==> src/rtl/dac_spi_pkg.sv <==
`default_nettype none
// dac_spi_pkg: shared types and frame constants for the threshold-DAC SPI writer.
// Rev 1.0
package dac_spi_pkg;

    localparam int DATA_W       = 16;
    localparam int CMD_W        = 8;
    localparam int FRAME_W      = CMD_W + DATA_W;
    localparam int HALF_PERIODS = 2 * FRAME_W;

    localparam logic [CMD_W-1:0] DEFAULT_CMD = 8'h30;

    typedef enum logic [4:0] {
        IDLE     = 5'b00001,
        CS_SETUP = 5'b00010,
        SHIFT    = 5'b00100,
        CS_HOLD  = 5'b01000,
        LOAD     = 5'b10000
    } state_t;

endpackage
`default_nettype wire

==> src/rtl/dac_spi_writer_tick_gen.sv <==
`default_nettype none
// spi_tick_gen: CLK_DIV down-counter giving a one-cycle tick every CLK_DIV enabled cycles.
// Rev 1.0
module spi_tick_gen #(
    parameter int CLK_DIV = 2
) (
    input  logic clk_i,
    input  logic arst_i,
    input  logic enable,
    input  logic clear,
    output logic tick
);

    localparam int CNT_W = (CLK_DIV > 1) ? $clog2(CLK_DIV) : 1;
    localparam logic [CNT_W-1:0] RELOAD = CNT_W'(CLK_DIV - 1);

    logic [CNT_W-1:0] count;

    always_ff @(posedge clk_i or negedge arst_i) begin
        if (!arst_i) begin
            count <= '0;
        end else if (clear || !enable || (count == '0)) begin
            count <= RELOAD;
        end else begin
            count <= count - CNT_W'(1);
        end
    end

    assign tick = enable && !clear && (count == '0);

endmodule
`default_nettype wire

==> src/rtl/dac_spi_writer.sv <==
`default_nettype none
// dac_spi_writer: accepts a 16-bit threshold write, shifts {CMD, code} to an SPI DAC
// (mode 0, MSB first), pulses LDAC, then reports ready again. Rev 1.0
module dac_spi_writer
    import dac_spi_pkg::*;
#(
    parameter int               CLK_DIV = 2,
    parameter logic [CMD_W-1:0] CMD     = DEFAULT_CMD,
    parameter int               LDAC_W  = 2
) (
    input  logic              clk_i,
    input  logic              arst_i,
    input  logic [DATA_W-1:0] data_i,
    input  logic              wre_i,
    output logic              rdy_o,
    output logic              sclk_o,
    output logic              cs_n_o,
    output logic              mosi_o,
    output logic              ldac_n_o
);

    localparam int LCNT_W = (LDAC_W > 1) ? $clog2(LDAC_W) : 1;
    localparam logic [5:0] LAST_HP = 6'(HALF_PERIODS - 1);

    state_t              state, state_n;
    logic [FRAME_W-1:0]  sr, sr_n;
    logic [5:0]          hp, hp_n;
    logic [LCNT_W-1:0]   lcnt, lcnt_n;
    logic                rdy_n, sclk_n, cs_n_n, mosi_n, ldac_n_n;
    logic                tick;
    logic [FRAME_W-1:0]  frame;

    assign frame = {CMD, data_i};

    spi_tick_gen #(
        .CLK_DIV (CLK_DIV)
    ) u_tick (
        .clk_i  (clk_i),
        .arst_i (arst_i),
        .enable (state == CS_SETUP || state == SHIFT || state == CS_HOLD),
        .clear  (state == IDLE),
        .tick   (tick)
    );

    always_ff @(posedge clk_i or negedge arst_i) begin
        if (!arst_i) begin
            state    <= IDLE;
            sr       <= '0;
            hp       <= '0;
            lcnt     <= '0;
            rdy_o    <= 1'b1;
            sclk_o   <= 1'b0;
            cs_n_o   <= 1'b1;
            mosi_o   <= 1'b0;
            ldac_n_o <= 1'b1;
        end else begin
            state    <= state_n;
            sr       <= sr_n;
            hp       <= hp_n;
            lcnt     <= lcnt_n;
            rdy_o    <= rdy_n;
            sclk_o   <= sclk_n;
            cs_n_o   <= cs_n_n;
            mosi_o   <= mosi_n;
            ldac_n_o <= ldac_n_n;
        end
    end

    always_comb begin
        state_n  = state;
        sr_n     = sr;
        hp_n     = hp;
        lcnt_n   = lcnt;
        rdy_n    = rdy_o;
        sclk_n   = sclk_o;
        cs_n_n   = cs_n_o;
        mosi_n   = mosi_o;
        ldac_n_n = ldac_n_o;

        case (state)
            IDLE: begin
                if (wre_i) begin
                    mosi_n  = frame[FRAME_W-1];
                    sr_n    = {frame[FRAME_W-2:0], 1'b0};
                    rdy_n   = 1'b0;
                    cs_n_n  = 1'b0;
                    hp_n    = '0;
                    state_n = CS_SETUP;
                end
            end
            CS_SETUP: begin
                // The end of setup is also the first rising SCLK edge.
                if (tick) begin
                    sclk_n  = 1'b1;
                    hp_n    = 6'd1;
                    state_n = SHIFT;
                end
            end
            SHIFT: begin
                if (tick) begin
                    if (hp == LAST_HP) begin
                        sclk_n  = 1'b0;
                        mosi_n  = 1'b0;
                        hp_n    = '0;
                        state_n = CS_HOLD;
                    end else begin
                        sclk_n = ~sclk_o;
                        hp_n   = hp + 6'd1;
                        if (sclk_o) begin
                            mosi_n = sr[FRAME_W-1];
                            sr_n   = {sr[FRAME_W-2:0], 1'b0};
                        end
                    end
                end
            end
            CS_HOLD: begin
                if (tick) begin
                    cs_n_n = 1'b1;
                    if (LDAC_W > 0) begin
                        ldac_n_n = 1'b0;
                        lcnt_n   = LCNT_W'(LDAC_W - 1);
                        state_n  = LOAD;
                    end else begin
                        rdy_n   = 1'b1;
                        state_n = IDLE;
                    end
                end
            end
            LOAD: begin
                if (lcnt == '0) begin
                    ldac_n_n = 1'b1;
                    rdy_n    = 1'b1;
                    state_n  = IDLE;
                end else begin
                    lcnt_n = lcnt - LCNT_W'(1);
                end
            end
            default: begin
                state_n = IDLE;
            end
        endcase
    end

endmodule
`default_nettype wire

==> config.mk <==
export PLATFORM = sky130hd
export DESIGN_NAME = dac_spi_writer
export DESIGN_NICKNAME = d
export VERILOG_FILES = /design/src/rtl/dac_spi_pkg.sv /design/src/rtl/dac_spi_writer_tick_gen.sv /design/src/rtl/dac_spi_writer.sv
export SDC_FILE = /design/constraint.sdc
export NUM_CORES = 1
export LEC_CHECK = 0
export ABC_AREA = 1
export CELL_PAD_IN_SITES_DETAIL_PLACEMENT = 1
export CELL_PAD_IN_SITES_GLOBAL_PLACEMENT = 2
export CORE_MARGIN = 4
export CORE_UTILIZATION = 29
export DETAILED_ROUTE_END_ITERATION = 7
export PLACE_DENSITY_LB_ADDON = 0.1
export SLEW_MARGIN = 15
export SYNTH_ARGS = -nofsm -noshare
export SYNTH_HDL_FRONTEND = slang
export SYNTH_SLANG_ARGS = --single-unit
==> constraint.sdc <==
create_clock -name clk_i -period 1.9 [get_ports clk_i]
set_clock_uncertainty 0.15 [all_clocks]
set_input_delay 0.38 -clock clk_i [delete_from_list [all_inputs] [get_ports clk_i]]
set_output_delay 0.38 -clock clk_i [all_outputs]
set_load 0.01 [all_outputs]
==> run metrics, run 1 <==
EDFF count, synth 0; Vias/cell 4.64; clk buf depth 2; most instantiated cells after synthesis nand2_1, dfrtp_1, nand4_1; status finished clean; Die ar. 0.00892 mm2; CP Cell Sequence ha_2, nand3_2, inv_1, nand3_2, inv_1, o21ai_2, nand3_2, buf_12, nand2_1, nand2_1; CTS H-tree lvls 2; max-slew violations 0; hold slack 0.319 ns; syn nets 306; design area 0.00277 mm2; Rows 31; Peak Freq 0.567 GHz; DRC 0; hold wc startpoint ldac_n_o; Synth Area per Inst 7.57 um2; slowest stage delay, CP 0.41 ns; slowest cell on the critical path dfrtp_1; worst path required time 1.94 ns; FFs w/ async S/R, synth 100%; RD Place Congestion 0.752; YS warnings 0; placed standard-cell area 0.00260 mm2; leading post-synthesis cells by cell area dfrtp_1, nand2_1, nand4_1; TritonCTS buffer count 5; sequential area share after synthesis 47.6%; Yosys top cell area share 42.7%; Pre-Repair DR Iteration Count 4; Antenna Nets Post-Route 0; final hold vios 0; Area Growth Syn to Fin 27.7%; Die Span Y 94.4 um; Initial DRC Count 74; leakage 0.00141 uW; CTS tree done; final wirelength 5640 um; wire per inst 13.4 um; Die Wd 94.4 um; crit-path max FO 23; Worst-Margin Slew 0.463 ns; Worst Setup End Kind register; Worst Setup Start Kind register; first-pass GRT wire length 9800 um; library cells used by synthesis 24; Hold Crit Class register to register; nets 341; pin count of the biggest net entering global routing 25; Initial Util 29.9%; Root Buffer Master clkbuf_8; gr ovfl total 0; global-route usage over all layers 13.8%; number of global-route vias before repair 2007; Power Density 1330 mW/mm2; ant diodes 0; clk sinks 41; Final Setup Violations 0; I/O pins 24; #FFs+latches synth 41; clock-pin slew on the worst setup and hold paths 0.08 ns; via count 1954; Worst Setup SP hp[1]; # Max-Cap Violations 0; most common cell in the netlist nand2_1; dominant synthesized flop cell dfrtp_1; core area 0.00725 mm2; DP HPWL 3900 um; Netlist Area Pre-Place 0.00217 mm2; crit path DAT 1.80 ns; Synth area leader dfrtp_1; Slew Limit Headroom 69.1%; share of layout cells above drive strength 1 15.5%; maximum VDD drop 0.554 mV; cell mode on critical path nand3_2; clk_lat worst skew 0.30 ns; cell count after synthesis 286; port bufs 23; Worst R2R Start hp[1]; initial antenna violation count 0; period utilisation layout 92.9%; fin crit period 1.76 ns; WS Path Type register to register
[power by group]
part | internal [uW] | leakage (uW) | switching (uW)
combinational | 589 | 0.000819 | 918
sequential | 1170 | 0.000519 | 161
clock | 523 | 0.0000681 | 328
[cell usage in the layout (no fill, tap or decap)]
| cell | count |
|---|---|
| a21oi_1 | 4 |
| buf_12 | 3 |
| buf_2 | 1 |
| buf_4 | 15 |
| bufinv_16 | 2 |
| clkbuf_8 | 5 |
| clkdlybuf4s50_1 | 19 |
| clkinv_2 | 1 |
| dfrtp_1 | 37 |
| dfstp_2 | 4 |
| dlygate4sd2_1 | 3 |
| dlygate4sd3_1 | 1 |
| ha_2 | 1 |
| inv_1 | 24 |
| inv_2 | 2 |
| nand2_1 | 119 |
| nand2_4 | 2 |
| nand3_1 | 10 |
| nand3_2 | 6 |
| nand4_1 | 28 |
| nand4_2 | 1 |
| nor2_1 | 16 |
| nor2_2 | 2 |
| nor2_4 | 1 |
| o21ai_0 | 8 |
| o21ai_2 | 1 |
| o21bai_1 | 2 |
| or2_1 | 1 |
| or2_2 | 3 |
[layout make-up]
cell class              count  area (um2)
clock buffers               5        68.8
clock inverters             3        65.1
fillers                   913        4490
inverters                  26        97.6
multi-input cells         205         975
flip-flops and latches     41        1030
well taps                  99         124
repair buffers             42         404
[per-stage QoR]
step	total power, uW	setup slack [ns]	setup TNS [ns]	cells	utilization, %
final	3690	0.136	0	421	38.1
after global routing	4020	-0.00391	-0.00391	421	38.1
after CTS	3740	0.0193	0	421	37.8
after detailed placement	2870	-0.0143	-0.0143	412	35.9
after global placement	2860	0.0399	0	412	35.9
after floorplan	2330	0.0753	0	286	-
[sequential cells by signal, indices dropped and copies added, names as in the netlist]
signal / count
sr: 23
cs_n_o: 1
sclk_o: 1
u_tick.count: 1
lcnt: 1
mosi_o: 1
rdy_o: 1
hp: 6
ldac_n_o: 1
state: 5
[critical path: cells and delay by family (launching register included)]
kind	cells	cell delay, ns
flip-flops	1	0.41
AO/OA/AOI/OAI	1	0.20
buffers and inverters	3	0.30
AND/OR/NAND/NOR	5	0.39
adder cells (fa/ha/maj)	1	0.20
[metal layers]
metal	part of all wire, %	global-route usage, %	vias to the layer above	wire (um)
met4	0.80	3.25	0	45
met2	46	22.3	17	2620
met3	2.7	2.95	4	152
met1	50	19.0	950	2820
met5	0	0	-	0
li1	-	-	983	-
[kinds of logic (layout without fill, tap and decap cells)]
family | after synthesis | count (layout) | share of synthesized area [%]
compound gates | 15 | 15 | 3.87
fa+ha+maj | 1 | 1 | 0.578
buf+inv | 40 | 76 | 8.43
flops | 41 | 41 | 47.6
simple gates | 189 | 189 | 39.5
[path summary, 6_finish.rpt]
path	endpoint	cells past startpoint	slack (ns)
setup / recovery	sr[3]	10	0.14
hold / removal	ldac_n_o	2	0.32
max in group asynchronous	sr[2]	3	0.69
setup reg to reg	sr[3]	10	0.14
min in group asynchronous	lcnt	2	0.42
hold reg to reg	ldac_n_o	2	0.32
[timing repair]
action	in CTS	in global routing
resized for setup	3	5
pin swaps	0	1
hold buffers	1	0
hold endpoints to repair	13	0
setup buffers	0	0
endpoints found under the setup margin	3	32
Power figures use the tool's default switching activity.
==> run 2: changes to the inputs <==
REMOVE_ABC_BUFFERS = 1   (was unset)
==> run metrics, run 2 (synthesis results as in run 1) <==
status finished clean; CTS H-tree lvls 2; I/O pins 24; maximum VDD drop 0.452 mV; Vias/cell 4.55; DRC 0; Peak Freq 0.570 GHz; hold wc startpoint cs_n_o; commonest non-fill, non-tap cell in the layout nand2_1; Rows 31; final hold vios 0; final wirelength 5430 um; clk buf depth 2; Antenna Nets Post-Route 0; Worst R2R Start state[3]; crit path DAT 1.78 ns; Die Span Y 94.4 um; commonest non-fill, non-tap cells in the layout nand2_1, dfrtp_1, nand4_1; initial antenna violation count 0; DP HPWL 3800 um; WS Path Type register to register; post-layout util 38.5%; Power Density 1310 mW/mm2; RD Place Congestion 0.734; Largest regs sr: 23 flops, hp: 6 flops, state: 5 flops; hold slack 0.315 ns; Hold Crit Class register to register; Die Wd 94.4 um; leakage 0.00142 uW; Worst-Margin Slew 0.425 ns; # Max-Cap Violations 0; Root Buffer Master clkbuf_8; pin count of the biggest net entering global routing 27; nets 343; final worst setup slack 0.144 ns; Worst Setup Start Kind register; crit-path max FO 19; fillers 909; max FFs per register 23; Worst Setup SP state[3]; Worst Setup End Kind register; Die ar. 0.00892 mm2; Initial DRC Count 72; Slew Limit Headroom 71.7%; Final Setup Violations 0; via count 1926; clk sinks 41; port bufs 23; core area 0.00725 mm2; CTS tree done; setup_tns 0 ns; gr ovfl total 0; first-pass GRT wire length 9490 um; Pre-Repair DR Iteration Count 5; worst path required time 1.92 ns; number of global-route vias before repair 1982; wire per inst 12.8 um; fin crit period 1.76 ns; TritonCTS buffer count 5; max-slew violations 0; period utilisation layout 92.4%; share of layout cells above drive strength 1 15.4%; global-route usage over all layers 13.3%; Area Growth Syn to Fin 29.0%; clk_lat worst skew 0.29 ns; Initial Util 29.9%; clock-pin slew on the worst setup and hold paths 0.08 ns; Largest Register sr; ant diodes 0; DP Worst Slack 0.0338 ns
[run 2: changes by cell type in the layout (fill, tap and decap cells not counted), sizes merged]
| cell | change |
|---|---|
| clkinv | -1 |
| bufinv | -1 |
| buf | +2 |
| clkbuf | +2 |
[run 2: power by group]
group / switching [uW] / leakage (uW) / total (uW) / internal [uW]
sequential: 164 / 0.000518 / 1340 / 1170
clock: 305 / 0.0000585 / 734 / 429
combinational: 936 / 0.000842 / 1590 / 652
total: 1410 / 0.00142 / 3660 / 2250
[run 2: area by class of cell]
cell class / instances / area, um2 / share of cell area, %
clock inverter: 1 / 30.0 / 1.07
multi-input combinational: 205 / 985 / 35.2
timing repair buffer: 44 / 439 / 15.7
sequential: 41 / 1030 / 36.9
inverter: 26 / 97.6 / 3.49
clock buffer: 7 / 86.3 / 3.09
tap: 99 / 124 / 4.43
[run 2: repair_timing]
item / 4_1_cts / 5_1_grt
resized for setup: 3 / 13
endpoints found under the hold margin: 11 / 0
setup buffers: 0 / 3
hold buffers: 1 / 0
endpoints found under the setup margin: 3 / 30
cloned: 0 / 0
pin swaps: 0 / 1
[run 2: metrics by stage]
step           std cells  total power, uW  area [um2]
2_1_floorplan        272             2190        2080
3_3_place_gp         411             2870        2610
3_5_place_dp         411             2880        2610
4_1_cts              420             3630        2730
5_1_grt              423             4010        2790
6_report             423             3660        2790
[run 2: routing by layer]
metal	up-vias	part of all wire, %	global-route usage (%)	wire length [um]
met3	6	2.7	3.03	147
met4	0	0.94	3.61	51
met1	907	50	17.6	2710
met2	19	46	21.9	2520
li1	994	-	-	-
met5	-	0	0	0
[run 2: final timing paths]
kind / to / slack [ns] / cells after the start
worst max-delay path: hp[2] / 0.14 / 9
worst min-delay path: cs_n_o / 0.31 / 2
worst max register to register: hp[2] / 0.14 / 9
worst min register to register: cs_n_o / 0.31 / 2
max in group asynchronous: sr[1] / 0.71 / 3
min in group asynchronous: hp[2] / 0.41 / 2
[run 2: critical path, stage by stage, from the launching register on]
cell and delay, ns:
dfrtp_1 0.43, nor2_2 0.17, nand3_4 0.12, buf_8 0.18, nand2_1 0.07, nand3_1 0.12
nand2_1 0.13, nand2_4 0.11, nand2_1 0.08, o21ai_0 0.08
